File: config.mk
export PLATFORM = sky130hd
export DESIGN_NAME = bin2bcd_seq
export DESIGN_NICKNAME = d
export VERILOG_FILES = /design/src/rtl/bcd_pkg.sv /design/src/rtl/bcd_add3_digit.sv /design/src/rtl/bin2bcd_seq.sv
export SDC_FILE = /design/constraint.sdc
export NUM_CORES = 1
export LEC_CHECK = 0
export BUFFER_PORTS_ARGS = -buffer_cell sky130_fd_sc_hd__buf_2
export CORE_ASPECT_RATIO = 1.4
export CORE_UTILIZATION = 60
export DETAILED_ROUTE_END_ITERATION = 6
export GPL_ROUTABILITY_DRIVEN = 0
export HOLD_SLACK_MARGIN = 0.06
export PLACE_DENSITY = 0.84
export SLEW_MARGIN = 15
export SYNTH_ARGS = -nofsm -noshare
export SYNTH_HDL_FRONTEND = slang
export SYNTH_SLANG_ARGS = --single-unit
File: constraint.sdc
create_clock -name clk -period 5.2 [get_ports clk]
set_input_delay 0.78 -clock clk [delete_from_list [all_inputs] [get_ports clk]]
set_output_delay 0.78 -clock clk [all_outputs]
set_load 0.05 [all_outputs]
File: src/rtl/bcd_pkg.sv
// Shared definitions for the sequential binary-to-BCD converter.
//   state_e    : converter FSM encoding (also exported on the debug port)
//   digits_for : number of decimal digits needed for a w-bit unsigned value
//   ctr_w      : width of a counter that must hold the values 0..n
package bcd_pkg;

  typedef enum logic [1:0] {
    ST_IDLE  = 2'd0,
    ST_SHIFT = 2'd1,
    ST_DONE  = 2'd2
  } state_e;

  // ceil(w * log10(2)), evaluated in fixed point (log10(2) ~= 0.30103).
  function automatic int digits_for(input int w);
    return (w * 30103 + 99999) / 100000;
  endfunction

  // Bits needed to count 0..n, never less than one.
  function automatic int ctr_w(input int n);
    return ($clog2(n + 1) < 1) ? 1 : $clog2(n + 1);
  endfunction

endpackage

File: src/rtl/bcd_add3_digit.sv
// One double-dabble correction cell: a BCD digit of 5 or more gets 3 added
// so that the following left shift carries correctly into the next digit.
//   digit_i : current 4-bit digit
//   digit_o : corrected digit, ready to be shifted
module bcd_add3_digit (
  input  logic [3:0] digit_i,
  output logic [3:0] digit_o
);

  assign digit_o = (digit_i >= 4'd5) ? digit_i + 4'd3 : digit_i;

endmodule

File: src/rtl/bin2bcd_seq.sv
// Sequential binary-to-BCD converter (iterative shift-add-3), one bit per cycle.
//   clk, rst_n          : clock, asynchronous active-low reset
//   in_valid/in_ready   : operand handshake; bin is taken when both are high
//   bin                 : binary operand (two's complement when SIGNED=1)
//   out_valid/out_ready : result handshake; result held while out_valid & !out_ready
//   bcd                 : packed digits, [3:0] = units
//   neg                 : operand was negative (SIGNED=1 only)
//   ovf                 : magnitude exceeds 10^DIGITS-1, bcd saturated to all 9s
//   blank               : 1 marks a leading-zero digit; bit 0 is never set
//   state_o             : current FSM state, for observation only
//
// Handshake rule: a transfer happens on a rising edge where valid and ready are
// both high; ready never depends on the same side's valid, and a producer keeps
// its data stable while valid is high and ready is low.
module bin2bcd_seq
  import bcd_pkg::*;
#(
  parameter int BIN_W  = 9,
  parameter int DIGITS = 3,
  parameter int SIGNED = 0
) (
  input  logic                  clk,
  input  logic                  rst_n,
  input  logic                  in_valid,
  output logic                  in_ready,
  input  logic [BIN_W-1:0]      bin,
  output logic                  out_valid,
  input  logic                  out_ready,
  output logic [4*DIGITS-1:0]   bcd,
  output logic                  neg,
  output logic                  ovf,
  output logic [DIGITS-1:0]     blank,
  output logic [1:0]            state_o
);

  localparam int DW    = 4 * DIGITS;
  localparam int SH_W  = DW + BIN_W;
  localparam int CTR_W = ctr_w(BIN_W);

  state_e              state_q, state_d;
  logic [SH_W-1:0]     sh_q, sh_d;        // {digits, magnitude}
  logic [CTR_W-1:0]    ctr_q;
  logic                ovf_acc_q;         // sticky: a 1 left the top digit
  logic                sign_q;
  logic [DW-1:0]       bcd_q;
  logic                neg_q, ovf_q;
  logic [DIGITS-1:0]   blank_q;

  logic                accept;
  logic                last_iter;
  logic                carry;
  logic [DW-1:0]       adj;
  logic                sign_in;
  logic [BIN_W-1:0]    mag_in;
  logic                fin_ovf;
  logic [DW-1:0]       fin_bcd;
  logic [DIGITS-1:0]   fin_blank;
  logic                zero_run;

  // ---------------- datapath combinational ----------------
  for (genvar g = 0; g < DIGITS; g++) begin : g_add3
    bcd_add3_digit u_add3 (
      .digit_i (sh_q[BIN_W + 4*g +: 4]),
      .digit_o (adj[4*g +: 4])
    );
  end

  assign carry     = adj[DW-1];
  assign sh_d      = {adj[DW-2:0], sh_q[BIN_W-1:0], 1'b0};
  assign last_iter = (ctr_q == CTR_W'(BIN_W - 1));

  // The most negative operand negates to itself, which read as unsigned is
  // exactly its magnitude, so no special case is needed.
  assign sign_in = (SIGNED != 0) && bin[BIN_W-1];
  assign mag_in  = sign_in ? -bin : bin;

  // Result formatting uses the value produced by the final iteration so it can
  // be registered on the same edge that enters DONE.
  assign fin_ovf = ovf_acc_q | carry;

  always_comb begin
    fin_bcd   = fin_ovf ? {DIGITS{4'd9}} : sh_d[SH_W-1 -: DW];
    fin_blank = '0;
    zero_run  = 1'b1;
    for (int i = DIGITS - 1; i >= 1; i--) begin
      zero_run     = zero_run & (fin_bcd[4*i +: 4] == 4'd0);
      fin_blank[i] = zero_run;
    end
  end

  // ---------------- FSM: state register ----------------
  always_ff @(posedge clk or negedge rst_n) begin
    if (!rst_n) state_q <= ST_IDLE;
    else        state_q <= state_d;
  end

  // ---------------- FSM: next state ----------------
  always_comb begin
    state_d = state_q;
    case (state_q)
      ST_IDLE:  if (in_valid)  state_d = ST_SHIFT;
      ST_SHIFT: if (last_iter) state_d = ST_DONE;
      ST_DONE:  if (out_ready) state_d = in_valid ? ST_SHIFT : ST_IDLE;
      default:                 state_d = ST_IDLE;
    endcase
  end

  // ---------------- FSM: outputs ----------------
  always_comb begin
    in_ready  = (state_q == ST_IDLE) | ((state_q == ST_DONE) & out_ready);
    out_valid = (state_q == ST_DONE);
    accept    = in_valid & in_ready;
  end

  // ---------------- datapath registers ----------------
  always_ff @(posedge clk or negedge rst_n) begin
    if (!rst_n) begin
      sh_q      <= '0;
      ctr_q     <= '0;
      ovf_acc_q <= 1'b0;
      sign_q    <= 1'b0;
      bcd_q     <= '0;
      neg_q     <= 1'b0;
      ovf_q     <= 1'b0;
      blank_q   <= '0;
    end else if (accept) begin
      sh_q      <= {{DW{1'b0}}, mag_in};
      ctr_q     <= '0;
      ovf_acc_q <= 1'b0;
      sign_q    <= sign_in;
    end else if (state_q == ST_SHIFT) begin
      sh_q      <= sh_d;
      ctr_q     <= ctr_q + CTR_W'(1);
      ovf_acc_q <= fin_ovf;
      if (last_iter) begin
        bcd_q   <= fin_bcd;
        neg_q   <= sign_q;
        ovf_q   <= fin_ovf;
        blank_q <= fin_blank;
      end
    end
  end

  assign bcd     = bcd_q;
  assign neg     = neg_q;
  assign ovf     = ovf_q;
  assign blank   = blank_q;
  assign state_o = state_q;

endmodule

==> flow_metrics.env, run 1 <==
export IMPL_critPathSlowestCell="nor3_4"
export IMPL_synth_edf_count=0
export IMPL_routed_top_layer="met4"
export IMPL_drc=0
export IMPL_overflow=0
export IMPL_timing_hold_ws_ns=0.4772
export IMPL_chipHeight_um=72.51
export IMPL_syn_area_per_cell_um2=9.470
export IMPL_synth_distinct_cells=39
export IMPL_layout_commonest_cell="nand2_1"
export IMPL_tns_ns=0
export IMPL_area_growth_synth_to_final_pct=12.45
export IMPL_hpwl_um=2785
export IMPL_cts_tree="done"
export IMPL_postSynth_asyncResetShare=1.000
export IMPL_min_path_type="flop to flop"
export IMPL_worstSetupEndpoint="blank[1]"
export IMPL_final_cell_mix="nand2_1, dfrtp_1, buf_2"
export IMPL_start_kind="flop"
export IMPL_clock_latency_ns=0.29
export IMPL_path_clk_slew_ns=0.08
export IMPL_period_minus_slack_ns=2.308
export IMPL_p_leak_nw=1.148
export IMPL_synthesis_area_um2=2131
export IMPL_ys_ff_latch=43
export IMPL_rsz0062_at_grt="no"
export IMPL_startpoint="state_o[1]"
export IMPL_ant_nets=0
export IMPL_path_cells="nand2b_1, nor3_4, nand4_1, o31ai_1"
export IMPL_multi_input_area_um2=940.9
export IMPL_start_util=0.6307
export IMPL_required_ns=5.39
export IMPL_chipWidth_um=52.37
export IMPL_yosys_warnings=0
export IMPL_fin_total_pwr_w=0.001718
export IMPL_first_pass_iters=4
export IMPL_final_cells=294
export IMPL_first_global_vias=1534
export IMPL_via_per_inst=5.656
export IMPL_post_cts_resized=0
export IMPL_grt_antenna_before_repair=0
export IMPL_grt_max_degree=44
export IMPL_period_share=0.4439
export IMPL_maxSlewViolCount=0
export IMPL_io_buffer_count=31
export IMPL_path_buf_inv=0
export IMPL_r2r_end="blank[1]"
export IMPL_r2r_cells=4
export IMPL_dr_wl_met3_um=123
export IMPL_cts_buffer_depth=2
export IMPL_ir_drop_uv=464.1
export IMPL_via_count=1663
export IMPL_dr_wl_met2_um=2031
export IMPL_critPathMaxStageDelay_ns=0.71
export IMPL_reg2reg_from="state_o[1]"
export IMPL_dp_cells=286
export IMPL_status="completed"
export IMPL_ys_flop_type="dfrtp_1"
export IMPL_detail_route_iter0_violations=43
export IMPL_cts_buffers=5
export IMPL_layout_setup_ws_ns=2.892
export IMPL_num_rows=25
export IMPL_nets=274
export IMPL_path_depth=4
export IMPL_tightest_slew_ns=0.9368
export IMPL_core_area_um2=3378
export IMPL_regArea_um2=1076
export IMPL_skew_ns=0.009605
export IMPL_reg2reg_slack_ns=2.89
export IMPL_powerDensity_nw_per_um2=717.1
export IMPL_io_pins=34
export IMPL_yosysSeqAreaShare=0.5050
export IMPL_fill_cells=275
export IMPL_hold_viol_final=0
export IMPL_pre_cts_ws_ns=2.886
export IMPL_cts_root_buffer="clkbuf_8"
export IMPL_setup_violations_final=0
export IMPL_cp_top_family="simple AND/OR/NAND/NOR gates"
export IMPL_worst_path_max_fanout=27
export IMPL_cts_setup_buffers=0
export IMPL_worstSetupPathType="flop to flop"
export IMPL_ctsHoldBuffers=0
export IMPL_crit_arrival_ns=2.50
export IMPL_grt_usage=0.2396
export IMPL_drt_met1_wl_um=1739
export IMPL_die_area_um2=3797
export IMPL_syn_inst=225
export IMPL_clock_sinks=43
export IMPL_routedWlPerCell_um=13.45
export IMPL_relSlewSlack=0.3755
export IMPL_cts_max_level=2
export IMPL_antennaDiodeCount=0
export IMPL_drt_wl_total_um=3953
export IMPL_cap_violations=0
export IMPL_grt_pass1_wl_um=6693
export IMPL_cp_end_kind="flop"
export IMPL_drive_above_1_share=0.1929
export IMPL_timing_fmax_ghz=0.4332
[routing by layer]
layer | vias to the layer above | GRT usage
met1 | 794 | 0.2958
met2 | 38 | 0.3980
met3 | 6 | 0.07338
li1 | 825 | -
met4 | 0 | 0.07018
met5 | - | 0
[worst min-delay path, cell delays in order (launching register included)]
cell and delay (ns):
dfrtp_1 0.35, nand2_1 0.05, o31ai_1 0.05
[synthesized netlist by cell type (5+ instances only)]
| master | number | area share |
|---|---|---|
| a21oi_1 | 7 | 0.016 |
| a22oi_1 | 8 | 0.028 |
| clkbuf_1 | 5 | 0.0088 |
| dfrtp_1 | 43 | 0.50 |
| ha_1 | 8 | 0.047 |
| inv_1 | 11 | 0.019 |
| nand2_1 | 49 | 0.086 |
| nor2_1 | 11 | 0.019 |
| nor3_1 | 6 | 0.014 |
| o21ai_0 | 19 | 0.045 |
| o22ai_1 | 8 | 0.023 |
[worst min path at each step]
stage	start	endpoint	slack, ns	cells after the start
5_1_grt	bcd[2]	bcd[2]	0.50	2
3_3_place_gp	bcd[9]	bcd[9]	0.46	2
6_report	bcd[9]	bcd[9]	0.48	2
4_1_cts	bcd[6]	bcd[6]	0.48	2
3_5_place_dp	bcd[6]	bcd[6]	0.47	2
2_1_floorplan	sh_q[1]	sh_q[1]	0.45	2
[registers in the layout (all words and copies together) (netlist names)]
| name | cells |
|---|---|
| sh_q | 21 |
| bcd | 12 |
| blank | 2 |
| ctr_q | 4 |
| ovf_acc_q | 1 |
| ovf | 1 |
| state_o | 2 |
[cells by family after synthesis]
group                      after synthesis  synth area share
and+or+nand+nor                         82            0.1779
buffers and inverters                   24           0.05520
muxes                                    2           0.01057
DFF                                     43            0.5050
xor gates and xnor gates                 5           0.02056
other                                    1          0.001760
AOI/OAI and AO/OA                       60            0.1820
adders and majority gates                8           0.04698
[stage by stage]
stage	util	area [um2]
finish	0.7093	2396
floorplan	-	2135
global placement	0.6744	2278
CTS	0.7093	2396
global route	0.7093	2396
detailed placement	0.6744	2278
[power breakdown]
group | switching (W) | total (W) | internal (W)
clock | 0.000109 | 0.000264 | 0.000155
sequential | 0.000118 | 0.000597 | 0.000479
combinational | 0.000574 | 0.000857 | 0.000283
[area by class of cell]
cell class              count  area share
multi-input cells         159      0.3927
repair buffers             33     0.07102
flip-flops and latches     43      0.4491
inverters                  11     0.01723
clock buffers               6     0.03446
well taps                  40     0.02089
clock inverters             2     0.01462
No activity file was read; power rests on OpenSTA's default activity.
==> inputs of run 2 (changes only) <==
Settings changed: ABC_AREA set to 1, CORE_UTILIZATION 60 to 56, PLACE_DENSITY 0.84 to 0.79.
Clock period 5.2 ns to 2.2 ns, I/O delays scaled along.
==> flow_metrics.env, run 2 <==
export IMPL_status="completed"
export IMPL_gr_usage_met1=0.2981
export IMPL_ant_nets=0
export IMPL_via_count=1712
export IMPL_fill_cells=310
export IMPL_grt_pass1_wl_um=6927
export IMPL_drc=0
export IMPL_syn_area_per_cell_um2=8.874
export IMPL_reg2reg_slack_ns=0.48
export IMPL_min_path_type="input port to flop"
export IMPL_p_leak_nw=1.260
export IMPL_synth_most_common_cell="nand2_1"
export IMPL_final_cell_mix="nand2_1, dfrtp_1, inv_1, buf_2, nand3_1"
export IMPL_timing_fmax_ghz=0.5807
export IMPL_min_path_cells=2
export IMPL_routedWlPerCell_um=13.56
export IMPL_first_pass_iters=5
export IMPL_cts_max_level=2
export IMPL_cts_buffers=5
export IMPL_hpwl_um=2946
export IMPL_yosys_area_top_type="dfrtp_1"
export IMPL_io_pins=34
export IMPL_synthesis_area_um2=2112
export IMPL_first_global_vias=1546
export IMPL_maxSlewViolCount=0
export IMPL_tns_ns=0
export IMPL_grt_busiest_layer="met2"
export IMPL_largest_reg_flops=21
export IMPL_area_growth_synth_to_final_pct=13.86
export IMPL_cts_root_buffer="clkbuf_8"
export IMPL_hold_viol_final=0
export IMPL_grt_use_met3=0.07273
export IMPL_grt_usage=0.2452
export IMPL_layout_commonest_cell="nand2_1"
export IMPL_crit_arrival_ns=1.92
export IMPL_io_buffer_count=31
export IMPL_pre_cts_ws_ns=0.5549
export IMPL_postSynth_asyncResetShare=1.000
export IMPL_skew_ns=0.006823
export IMPL_chipWidth_um=53.90
export IMPL_layout_setup_ws_ns=0.4780
export IMPL_clock_sinks=43
export IMPL_path_clk_slew_ns=0.08
export IMPL_post_cts_resized=0
export IMPL_powerDensity_nw_per_um2=1778
export IMPL_required_ns=2.40
export IMPL_r2r_cells=11
export IMPL_clock_latency_ns=0.30
export IMPL_cp_end_kind="flop"
export IMPL_start_util=0.5797
export IMPL_worstSetupPathType="flop to flop"
export IMPL_setup_violations_final=0
export IMPL_reg2reg_from="sh_q[17]"
export IMPL_cts_buffer_depth=2
export IMPL_period_minus_slack_ns=1.722
export IMPL_ys_ff_latch=43
export IMPL_cts_tree="done"
export IMPL_use_met2=0.3951
export IMPL_synthTopCellsByCount="nand2_1, dfrtp_1, inv_1"
export IMPL_nets=293
export IMPL_r2r_end="blank[1]"
export IMPL_ctsHoldBuffers=1
export IMPL_cts_setup_buffers=0
export IMPL_synth_area_top_cells="dfrtp_1, nand2_1, inv_1"
export IMPL_holdPathEnd="state_o[1]"
export IMPL_chipHeight_um=74.67
export IMPL_grt_antenna_before_repair=0
export IMPL_ys_flop_type="dfrtp_1"
export IMPL_overflow=0
export IMPL_top_register="sh_q"
export IMPL_grt_max_degree=44
export IMPL_via_per_inst=5.452
export IMPL_rsz0062_at_grt="no"
export IMPL_worstHoldStart="out_ready"
export IMPL_worst_path_max_fanout=6
export IMPL_core_area_um2=3643
export IMPL_period_share=0.7827
export IMPL_syn_inst=238
export IMPL_num_rows=26
export IMPL_yosysSeqAreaShare=0.5095
export IMPL_antennaDiodeCount=0
export IMPL_yosys_warnings=0
export IMPL_die_area_um2=4024
export IMPL_drive_above_1_share=0.1985
export IMPL_detail_route_iter0_violations=45
export IMPL_yosys_area_top_type_share=0.5095
export IMPL_ir_drop_uv=974.1
export IMPL_cap_violations=0
export IMPL_start_kind="flop"
export IMPL_drt_wl_total_um=4259
export IMPL_synth_edf_count=0
export IMPL_synth_distinct_cells=31
-- run 2: cell types whose count changed in the layout (fill, tap and decap cells not counted), sizes merged, moves of 4 or more --
cell and delta:
nand2b -4, a22oi -8, a21oi -5, nor2 +4, o21ai -11, nor3 -7
nand3 +14, nand2 +13, o221ai +8, inv +24
-- run 2: worst max-delay path by stage --
stage	slack, ns	end	depth (start not counted)	from
global placement	0.63	blank[1]	11	sh_q[17]
finish	0.48	blank[1]	11	sh_q[17]
detailed placement	0.55	blank[1]	11	sh_q[17]
CTS	0.50	blank[1]	11	sh_q[17]
floorplan	0.44	out_valid	2	state_o[1]
global route	0.37	blank[1]	11	sh_q[17]
-- run 2: logic make-up after synthesis --
kind of cell / share of synthesized area
xor+xnor: 0.01244
simple gates: 0.1955
other cells: 0.001776
flops: 0.5095
compound gates: 0.1374
buf+inv: 0.09596
fa+ha+maj: 0.04740
-- run 2: critical path, stage by stage (launching register included) --
cell and delay, ns:
dfrtp_1 0.41, inv_1 0.14, ha_1 0.20, inv_1 0.06
nand2_1 0.09, nand3_2 0.11, nand2_1 0.14, nand2_2 0.11
nand2_2 0.14, nand2_1 0.10, nand3_1 0.10, nand2_1 0.05
-- run 2: area by class of cell --
class                      count  area [um2]  area share
multi-input combinational    151       837.1      0.3481
clock inverter                 1       30.03     0.01249
clock buffer                   6       72.57     0.03018
timing repair buffer          35       200.2     0.08325
tap                           42       52.55     0.02185
sequential                    43        1076      0.4474
inverter                      36       136.4     0.05671
-- run 2: layer usage --
layer,part of all wire,up-vias
met5,0,-
met2,0.51,38
met1,0.43,810
li1,-,853
met3,0.038,11
met4,0.025,0
-- run 2: report_power, final --
group          switching [W]  internal, W  leakage [nW]  total, W
combinational        0.00166     0.000660         0.673   0.00232
sequential          0.000202      0.00116         0.536   0.00136
clock               0.000263     0.000333        0.0513  0.000596
-- run 2: through the flow --
stage	instance area (um2)	power [W]	utilization	instances	hold slack [ns]
5_1_grt	2405	0.004600	0.6600	314	0.2264
6_report	2405	0.004275	0.6600	314	0.2293
3_3_place_gp	2292	0.003605	0.6291	306	0.3222
3_5_place_dp	2292	0.003673	0.6291	306	0.3200
2_1_floorplan	2116	0.003182	-	239	0.03441
4_1_cts	2405	0.004279	0.6600	314	0.2293
